<file path="src/rtl/conv_seq_ctrl_if.sv">
// Handshake and status bundle between the convolution sequencer and its datapath.
// The sequencer uses the slave view; the stimulus side drives through the master view.
interface conv_seq_ctrl_if #(
    parameter int ADDR_W = 12,
    parameter int OUT_W  = 13
);
    logic              i_in_valid;
    logic              i_barcode_found;
    logic              i_dec_done;
    logic              i_dec_ok;
    logic [OUT_W-1:0]  i_out_num;
    logic              i_conv_valid;
    logic              i_out_ready;

    logic              o_in_ready;
    logic [ADDR_W-1:0] o_img_addr;
    logic [ADDR_W-1:0] o_wgt_addr;
    logic [8:0]        o_state_onehot;
    logic              o_cfg_valid;
    logic [OUT_W-1:0]  o_out_cnt;
    logic              o_exe_finish;
    logic              o_error;

    modport slave (
        input  i_in_valid, i_barcode_found, i_dec_done, i_dec_ok, i_out_num,
               i_conv_valid, i_out_ready,
        output o_in_ready, o_img_addr, o_wgt_addr, o_state_onehot, o_cfg_valid,
               o_out_cnt, o_exe_finish, o_error
    );

    modport master (
        output i_in_valid, i_barcode_found, i_dec_done, i_dec_ok, i_out_num,
               i_conv_valid, i_out_ready,
        input  o_in_ready, o_img_addr, o_wgt_addr, o_state_onehot, o_cfg_valid,
               o_out_cnt, o_exe_finish, o_error
    );
endinterface

</file>
<file path="src/rtl/conv_seq_ctrl.sv">
// Top-level sequencer for the barcode-configured convolution engine: image load,
// barcode search with timeout, decode, config, weight load, convolution, terminal states.
module conv_seq_ctrl #(
    parameter int IMG_DEPTH    = 4096,
    parameter int WGT_DEPTH    = 9,
    parameter int SEARCH_LIMIT = 4096,
    parameter int ADDR_W       = 12,
    parameter int OUT_W        = 13
) (
    input  logic            i_clk,
    input  logic            i_rst_n,
    conv_seq_ctrl_if.slave  bus
);

    localparam int SRCH_W = (SEARCH_LIMIT > 1) ? $clog2(SEARCH_LIMIT) : 1;

    localparam logic [ADDR_W-1:0] IMG_LAST    = ADDR_W'(IMG_DEPTH - 1);
    localparam logic [ADDR_W-1:0] WGT_LAST    = ADDR_W'(WGT_DEPTH - 1);
    localparam logic [SRCH_W-1:0] SEARCH_LAST = SRCH_W'(SEARCH_LIMIT - 1);

    // One-hot encoding so the state register drives o_state_onehot directly.
    typedef enum logic [8:0] {
        S_IDLE     = 9'h001,
        S_LOAD_IMG = 9'h002,
        S_FIND     = 9'h004,
        S_DECODE   = 9'h008,
        S_OUT_CFG  = 9'h010,
        S_LOAD_WGT = 9'h020,
        S_CONV     = 9'h040,
        S_DONE     = 9'h080,
        S_ERROR    = 9'h100
    } state_e;

    state_e            state_q,    state_d;
    logic [ADDR_W-1:0] img_addr_q, img_addr_d;
    logic [ADDR_W-1:0] wgt_addr_q, wgt_addr_d;
    logic [SRCH_W-1:0] timer_q,    timer_d;
    logic [OUT_W-1:0]  out_num_q,  out_num_d;
    logic [OUT_W-1:0]  out_cnt_q,  out_cnt_d;

    logic              conv_hs;

    assign conv_hs = bus.i_conv_valid && bus.i_out_ready;

    // NOTE: every variable gets its default before the case, so no path leaves
    // a value unassigned and no latch is inferred.
    always_comb begin
        state_d    = state_q;
        img_addr_d = img_addr_q;
        wgt_addr_d = wgt_addr_q;
        timer_d    = '0;
        out_num_d  = out_num_q;
        out_cnt_d  = out_cnt_q;

        unique case (state_q)
            S_IDLE: begin
                state_d = S_LOAD_IMG;
            end

            S_LOAD_IMG: begin
                if (bus.i_in_valid) begin
                    if (img_addr_q == IMG_LAST) begin
                        img_addr_d = '0;
                        state_d    = S_FIND;
                    end else begin
                        img_addr_d = img_addr_q + ADDR_W'(1);
                    end
                end
            end

            // The timer is held at zero outside FIND, so each entry starts fresh;
            // a found pulse on the last timer value still wins over the timeout.
            S_FIND: begin
                if (bus.i_barcode_found) begin
                    state_d = S_DECODE;
                end else if (timer_q == SEARCH_LAST) begin
                    state_d = S_ERROR;
                end else begin
                    timer_d = timer_q + SRCH_W'(1);
                end
            end

            S_DECODE: begin
                if (bus.i_dec_done) begin
                    state_d = bus.i_dec_ok ? S_OUT_CFG : S_ERROR;
                end
            end

            S_OUT_CFG: begin
                out_num_d = bus.i_out_num;
                state_d   = (bus.i_out_num == '0) ? S_ERROR : S_LOAD_WGT;
            end

            S_LOAD_WGT: begin
                if (bus.i_in_valid) begin
                    if (wgt_addr_q == WGT_LAST) begin
                        wgt_addr_d = '0;
                        state_d    = S_CONV;
                    end else begin
                        wgt_addr_d = wgt_addr_q + ADDR_W'(1);
                    end
                end
            end

            // out_num_q is non-zero here, so out_num_q - 1 never wraps.
            S_CONV: begin
                if (conv_hs) begin
                    out_cnt_d = out_cnt_q + OUT_W'(1);
                    if (out_cnt_q == out_num_q - OUT_W'(1)) begin
                        state_d = S_DONE;
                    end
                end
            end

            S_DONE, S_ERROR: begin
                state_d = state_q;
            end

            default: begin
                state_d = S_ERROR;
            end
        endcase
    end

    // NOTE: sequential state uses non-blocking assignments so every register
    // samples the pre-edge values computed above.
    always_ff @(posedge i_clk or negedge i_rst_n) begin
        if (!i_rst_n) begin
            state_q    <= S_IDLE;
            img_addr_q <= '0;
            wgt_addr_q <= '0;
            timer_q    <= '0;
            out_num_q  <= '0;
            out_cnt_q  <= '0;
        end else begin
            state_q    <= state_d;
            img_addr_q <= img_addr_d;
            wgt_addr_q <= wgt_addr_d;
            timer_q    <= timer_d;
            out_num_q  <= out_num_d;
            out_cnt_q  <= out_cnt_d;
        end
    end

    assign bus.o_state_onehot = state_q;
    assign bus.o_in_ready     = (state_q == S_LOAD_IMG) || (state_q == S_LOAD_WGT);
    assign bus.o_img_addr     = img_addr_q;
    assign bus.o_wgt_addr     = wgt_addr_q;
    assign bus.o_cfg_valid    = (state_q == S_OUT_CFG);
    assign bus.o_out_cnt      = out_cnt_q;
    assign bus.o_exe_finish   = (state_q == S_DONE) || (state_q == S_ERROR);
    assign bus.o_error        = (state_q == S_ERROR);

endmodule

</file>
<file path="src/flat_wrapper.sv">
// flat-port wrapper written by rule: the top's interface ports become plain ports
module conv_seq_ctrl_flat 
#(
    parameter int IMG_DEPTH    = 4096,
    parameter int WGT_DEPTH    = 9,
    parameter int SEARCH_LIMIT = 4096,
    parameter int ADDR_W       = 12,
    parameter int OUT_W        = 13
)
  (i_clk, i_rst_n, bus_i_in_valid, bus_i_barcode_found, bus_i_dec_done, bus_i_dec_ok, bus_i_out_num, bus_i_conv_valid, bus_i_out_ready, bus_o_in_ready, bus_o_img_addr, bus_o_wgt_addr, bus_o_state_onehot, bus_o_cfg_valid, bus_o_out_cnt, bus_o_exe_finish, bus_o_error);
  conv_seq_ctrl_if #(.ADDR_W(ADDR_W), .OUT_W(OUT_W)) bus_i ();
  input  logic i_clk;
  input  logic i_rst_n;
  input wire logic [$bits(bus_i.i_in_valid)-1:0] bus_i_in_valid;
  input wire logic [$bits(bus_i.i_barcode_found)-1:0] bus_i_barcode_found;
  input wire logic [$bits(bus_i.i_dec_done)-1:0] bus_i_dec_done;
  input wire logic [$bits(bus_i.i_dec_ok)-1:0] bus_i_dec_ok;
  input wire logic [$bits(bus_i.i_out_num)-1:0] bus_i_out_num;
  input wire logic [$bits(bus_i.i_conv_valid)-1:0] bus_i_conv_valid;
  input wire logic [$bits(bus_i.i_out_ready)-1:0] bus_i_out_ready;
  output wire logic [$bits(bus_i.o_in_ready)-1:0] bus_o_in_ready;
  output wire logic [$bits(bus_i.o_img_addr)-1:0] bus_o_img_addr;
  output wire logic [$bits(bus_i.o_wgt_addr)-1:0] bus_o_wgt_addr;
  output wire logic [$bits(bus_i.o_state_onehot)-1:0] bus_o_state_onehot;
  output wire logic [$bits(bus_i.o_cfg_valid)-1:0] bus_o_cfg_valid;
  output wire logic [$bits(bus_i.o_out_cnt)-1:0] bus_o_out_cnt;
  output wire logic [$bits(bus_i.o_exe_finish)-1:0] bus_o_exe_finish;
  output wire logic [$bits(bus_i.o_error)-1:0] bus_o_error;
  assign bus_i.i_in_valid = bus_i_in_valid;
  assign bus_i.i_barcode_found = bus_i_barcode_found;
  assign bus_i.i_dec_done = bus_i_dec_done;
  assign bus_i.i_dec_ok = bus_i_dec_ok;
  assign bus_i.i_out_num = bus_i_out_num;
  assign bus_i.i_conv_valid = bus_i_conv_valid;
  assign bus_i.i_out_ready = bus_i_out_ready;
  assign bus_o_in_ready = bus_i.o_in_ready;
  assign bus_o_img_addr = bus_i.o_img_addr;
  assign bus_o_wgt_addr = bus_i.o_wgt_addr;
  assign bus_o_state_onehot = bus_i.o_state_onehot;
  assign bus_o_cfg_valid = bus_i.o_cfg_valid;
  assign bus_o_out_cnt = bus_i.o_out_cnt;
  assign bus_o_exe_finish = bus_i.o_exe_finish;
  assign bus_o_error = bus_i.o_error;
  conv_seq_ctrl #(.IMG_DEPTH(IMG_DEPTH), .WGT_DEPTH(WGT_DEPTH), .SEARCH_LIMIT(SEARCH_LIMIT), .ADDR_W(ADDR_W), .OUT_W(OUT_W)) u_core (.i_clk(i_clk), .i_rst_n(i_rst_n), .bus(bus_i));
endmodule
</file>
<file path="config.mk">
export PLATFORM = sky130hd
export DESIGN_NAME = conv_seq_ctrl_flat
export DESIGN_NICKNAME = d
export VERILOG_FILES = /design/src/rtl/conv_seq_ctrl_if.sv /design/src/rtl/conv_seq_ctrl.sv /design/src/flat_wrapper.sv
export SDC_FILE = /design/constraint.sdc
export NUM_CORES = 1
export LEC_CHECK = 0
export CAP_MARGIN = 40
export CORE_ASPECT_RATIO = 0.75
export CORE_UTILIZATION = 35
export DETAILED_ROUTE_END_ITERATION = 8
export GPL_TIMING_DRIVEN = 0
export PLACE_DENSITY = 0.58
export SYNTH_ARGS = -nofsm -noshare
export SYNTH_HDL_FRONTEND = slang
export SYNTH_SLANG_ARGS = --single-unit
</file>
<file path="constraint.sdc">
create_clock -name i_clk -period 2.9 [get_ports i_clk]
set_input_delay 0.725 -clock i_clk [delete_from_list [all_inputs] [get_ports i_clk]]
set_output_delay 0.725 -clock i_clk [all_outputs]
set_load 0.05 [all_outputs]
</file>
==> results by group <==
Timing
  • Setup WS post-layout: approximately 24 ps
  • Final setup viols: 0
  • Hold_ws: 298 ps
  • Slew Limit Fails: 0
  • Slew headroom: 0.577
  • Clock Skew: 3.78 ps
  • Highest Clock Rate: between 300 and 400 MHz
  • Final Hold Viols: 0
  • Min Clock Period, post-route: 2880 ps
  • RSZ-0062 raised after global routing: yes
  • Worst Tran Pin Value: 629 ps
  • Crit share post-route: 0.992

Flow run
  • Number of max-cap violations: 0

CTS
  • CTS max path bufs: 2
  • Clock sinks: roughly 70
  • Insertion delay to the later sink of the worst-skew pair: approximately 330 ps
  • Total CTS buffers: 9
  • CTS H-tree depth: 3
  • Root Buffer: clkbuf_16
  • CTS tree: done
  • Clock Pin Slew Worst Setup and Hold Paths: 50 ps

Drt
  • Iter 0 DRT Violations: 197
  • First-pass DRT Iterations: 5
  • Via density: 5.11
  • Final WL: 9570 um
  • Vias: ~3300
  • DR WL/cell: 14.7 um
  • Post-route ant nets: 0
  • # DRC: 0

Pwr
  • Share of power burned in combinational logic: 0.180
  • Internal power: approximately 1.9 mW
  • Sw Share: 0.285
  • Lkg Pwr: 2.08 nW
  • Clock Power Share: 0.413
  • Power share of the sequential group: 0.406
  • Pwr dens: between 500 and 600 nW/um^2
  • Total net switching power: between 700 and 800 uW
  • Max VDD drop: 303 uV

Placement
  • Inst Count DP: 633
  • DP HPWL: 7070 um
  • Place WS: -705 ps
  • Global placer's final weighted congestion: about 0.83
  • PortBufs: 70
  • Cell Area, Placed: 4800 sq um

Critical path
  • Reg2Reg Depth: 8
  • CP Class: reg -> out
  • Critical path peak fanout: 7
  • Reg2reg start: u_core.bus.o_state_onehot[1]
  • Crit Reg-Reg Endpoint: u_core.bus.o_state_onehot[8]
  • Worst reg2reg setup slack: 270 ps
  • CP required: 2170 ps
  • CP max-delay cell: or4_4
  • CP Capture Type: output port
  • Cell Chain, Critical Path: or4_4 -> or4_4 -> inv_8 -> buf_8
  • CP Launch Type: register
  • Cell mode on critical path: or4_4
  • CP Data Arrival Time: 2150 ps
  • Max incr delay on CP: 580 ps

Final layout
  • # diodes: 0
  • Post-Layout Cell Count: 653
  • Share of post-route cells with drive strength above 1: 0.101
  • Design area: between 5000 and 6000 sq um
  • Filler cells: 1022
  • Register area: 1780 sq um
  • Fin nets: roughly 540
  • Layout Utilization: 0.490
  • Area Growth Syn to Fin: 32.8%
  • Combined area of the multi-input logic cells: about 2000 sq um

Yosys
  • Top post-synthesis cells by area: dfrtp_1, xnor2_1, nand2_1, xor2_1, nor2_1
  • #FFs+latches synth: 71
  • Post-Synthesis Net Count: about 450
  • Mapped Avg Cell Area: 9.12 sq um
  • Most frequent cells after synthesis: nand2_1, dfrtp_1, nor2_1, xnor2_1, xor2_1
  • Yosys top cell area share: 0.451
  • Synthesized instance count: 426
  • Yosys top cell by area: dfrtp_1
  • Post-synth EDFFs: 0
  • Most common cell in the netlist: nand2_1
  • Sequential area share after synthesis: 0.458
  • Most used DFF post-synth: dfrtp_1
  • Synth cell types: 53
  • Yosys warns: 0
  • Mapped cell area: between 3000 and 4000 sq um
  • Async SR Flop Fraction: 1.00

Floorplan
  • Die ar.: 11500 sq um
  • Io pins: between 70 and 80
  • Num rows: 32
  • Die Y: 93.2 um
  • CORE AREA: approximately 11000 sq um
  • Starting Density: 0.369
  • Die width: 124 um

Outcome
  • Outcome: completed

GRT
  • Initial antenna violation count: 0
  • All-layer global routing usage: 0.183
  • Total gr overflow: 0
  • Largest net degree at the start of global routing: 49
  • First-pass GRT wire length: 16000 um
  • Vias in the first global route: 3088

Worst hold path
  • HP Class: in -> async
==> repair_timing <==
item	CTS	global route
setup endpoints to repair	4	5
pin swaps	1	3
buffers inserted	3	5
resized for setup	33	1
hold buffers	0	0
==> cell usage in the layout, fill, tap and decap left out, drive strengths merged, types with 15 or more instances in the layout <==
cell,n
nor2,42
clkbuf,18
nand4,16
buf,15
dfrtp,70
xnor2,35
nand2,71
o21ai,18
xor2,21
nand3,20
clkdlybuf4s50,65
==> per-layer routing <==
layer	up-vias	part of all wire	GRT usage
li1	1660	-	-
met1	1599	0.53	0.290
met2	72	0.42	0.245
met3	8	0.040	0.0329
met4	0	0.0099	0.0542
met5	-	0	0
==> worst max path at each step <==
stage | to | cells past startpoint | start | slack [ps]
final | bus_o_cfg_valid | 4 | u_core.bus.o_state_onehot[1] | 20
after global routing | bus_o_cfg_valid | 4 | u_core.bus.o_state_onehot[1] | -20
after detailed placement | bus_o_cfg_valid | 7 | u_core.bus.o_state_onehot[1] | -710
after global placement | u_core.bus.o_state_onehot[1] | 1 | i_rst_n | -1730
after floorplan | bus_o_error | 3 | u_core.bus.o_state_onehot[5] | -280
after CTS | bus_o_cfg_valid | 6 | u_core.bus.o_state_onehot[1] | -10
==> through the flow <==
stage	TNS, ps	total power [mW]
final	0	2.64
after global routing	-24.5	2.75
after CTS	-11.2	2.66
after detailed placement	-2050	1.56
after global placement	-105230	1.55
after floorplan	-280	1.37
==> flip-flops by register name, indices dropped and copies added (netlist names) <==
signal	flops
u_core.out_num_q	13
u_core.timer_q	12
u_core.bus.o_out_cnt	13
u_core.bus.o_img_addr	12
u_core.bus.o_wgt_addr	12
u_core.bus.o_state_onehot	9
==> cell type report <==
cell class / count / area share
tap: 136 / 0.0330
multi-input combinational: 330 / 0.395
clock inverter: 4 / 0.00873
sequential: 71 / 0.345
inverter: 13 / 0.0109
buffer: 8 / 0.00631
timing repair buffer: 79 / 0.153
clock buffer: 12 / 0.0478
==> cell families (layout without fill, tap and decap cells) <==
family	count (synthesis)	in the layout	synth area share
buffers and inverters	25	116	0.0277
AO/OA/AOI/OAI	48	48	0.0802
adder cells (fa/ha/maj)	6	6	0.0193
other	1	1	0.000966
XOR/XNOR	56	56	0.126
multiplexers	1	1	0.00290
flip-flops	71	71	0.458
AND/OR/NAND/NOR	218	218	0.285
==> worst max-delay path, delay by kind of cell (launching register included) <==
kind | cells | cell delay [ps]
flip-flops | 1 | 440
AND/OR/NAND/NOR | 2 | 1160
buffers and inverters | 2 | 220
==> power groups by stage <==
| stage | clock network [mW] | registers, mW | logic, mW |
|---|---|---|---|
| 2_1_floorplan | 0 | 1.17 | 0.199 |
| 3_3_place_gp | 0 | 1.08 | 0.470 |
| 3_5_place_dp | 0 | 1.08 | 0.476 |
| 4_1_cts | 1.11 | 1.07 | 0.482 |
| 5_1_grt | 1.16 | 1.08 | 0.514 |
| 6_report | 1.09 | 1.07 | 0.475 |
(Power assumes the default switching activity.)
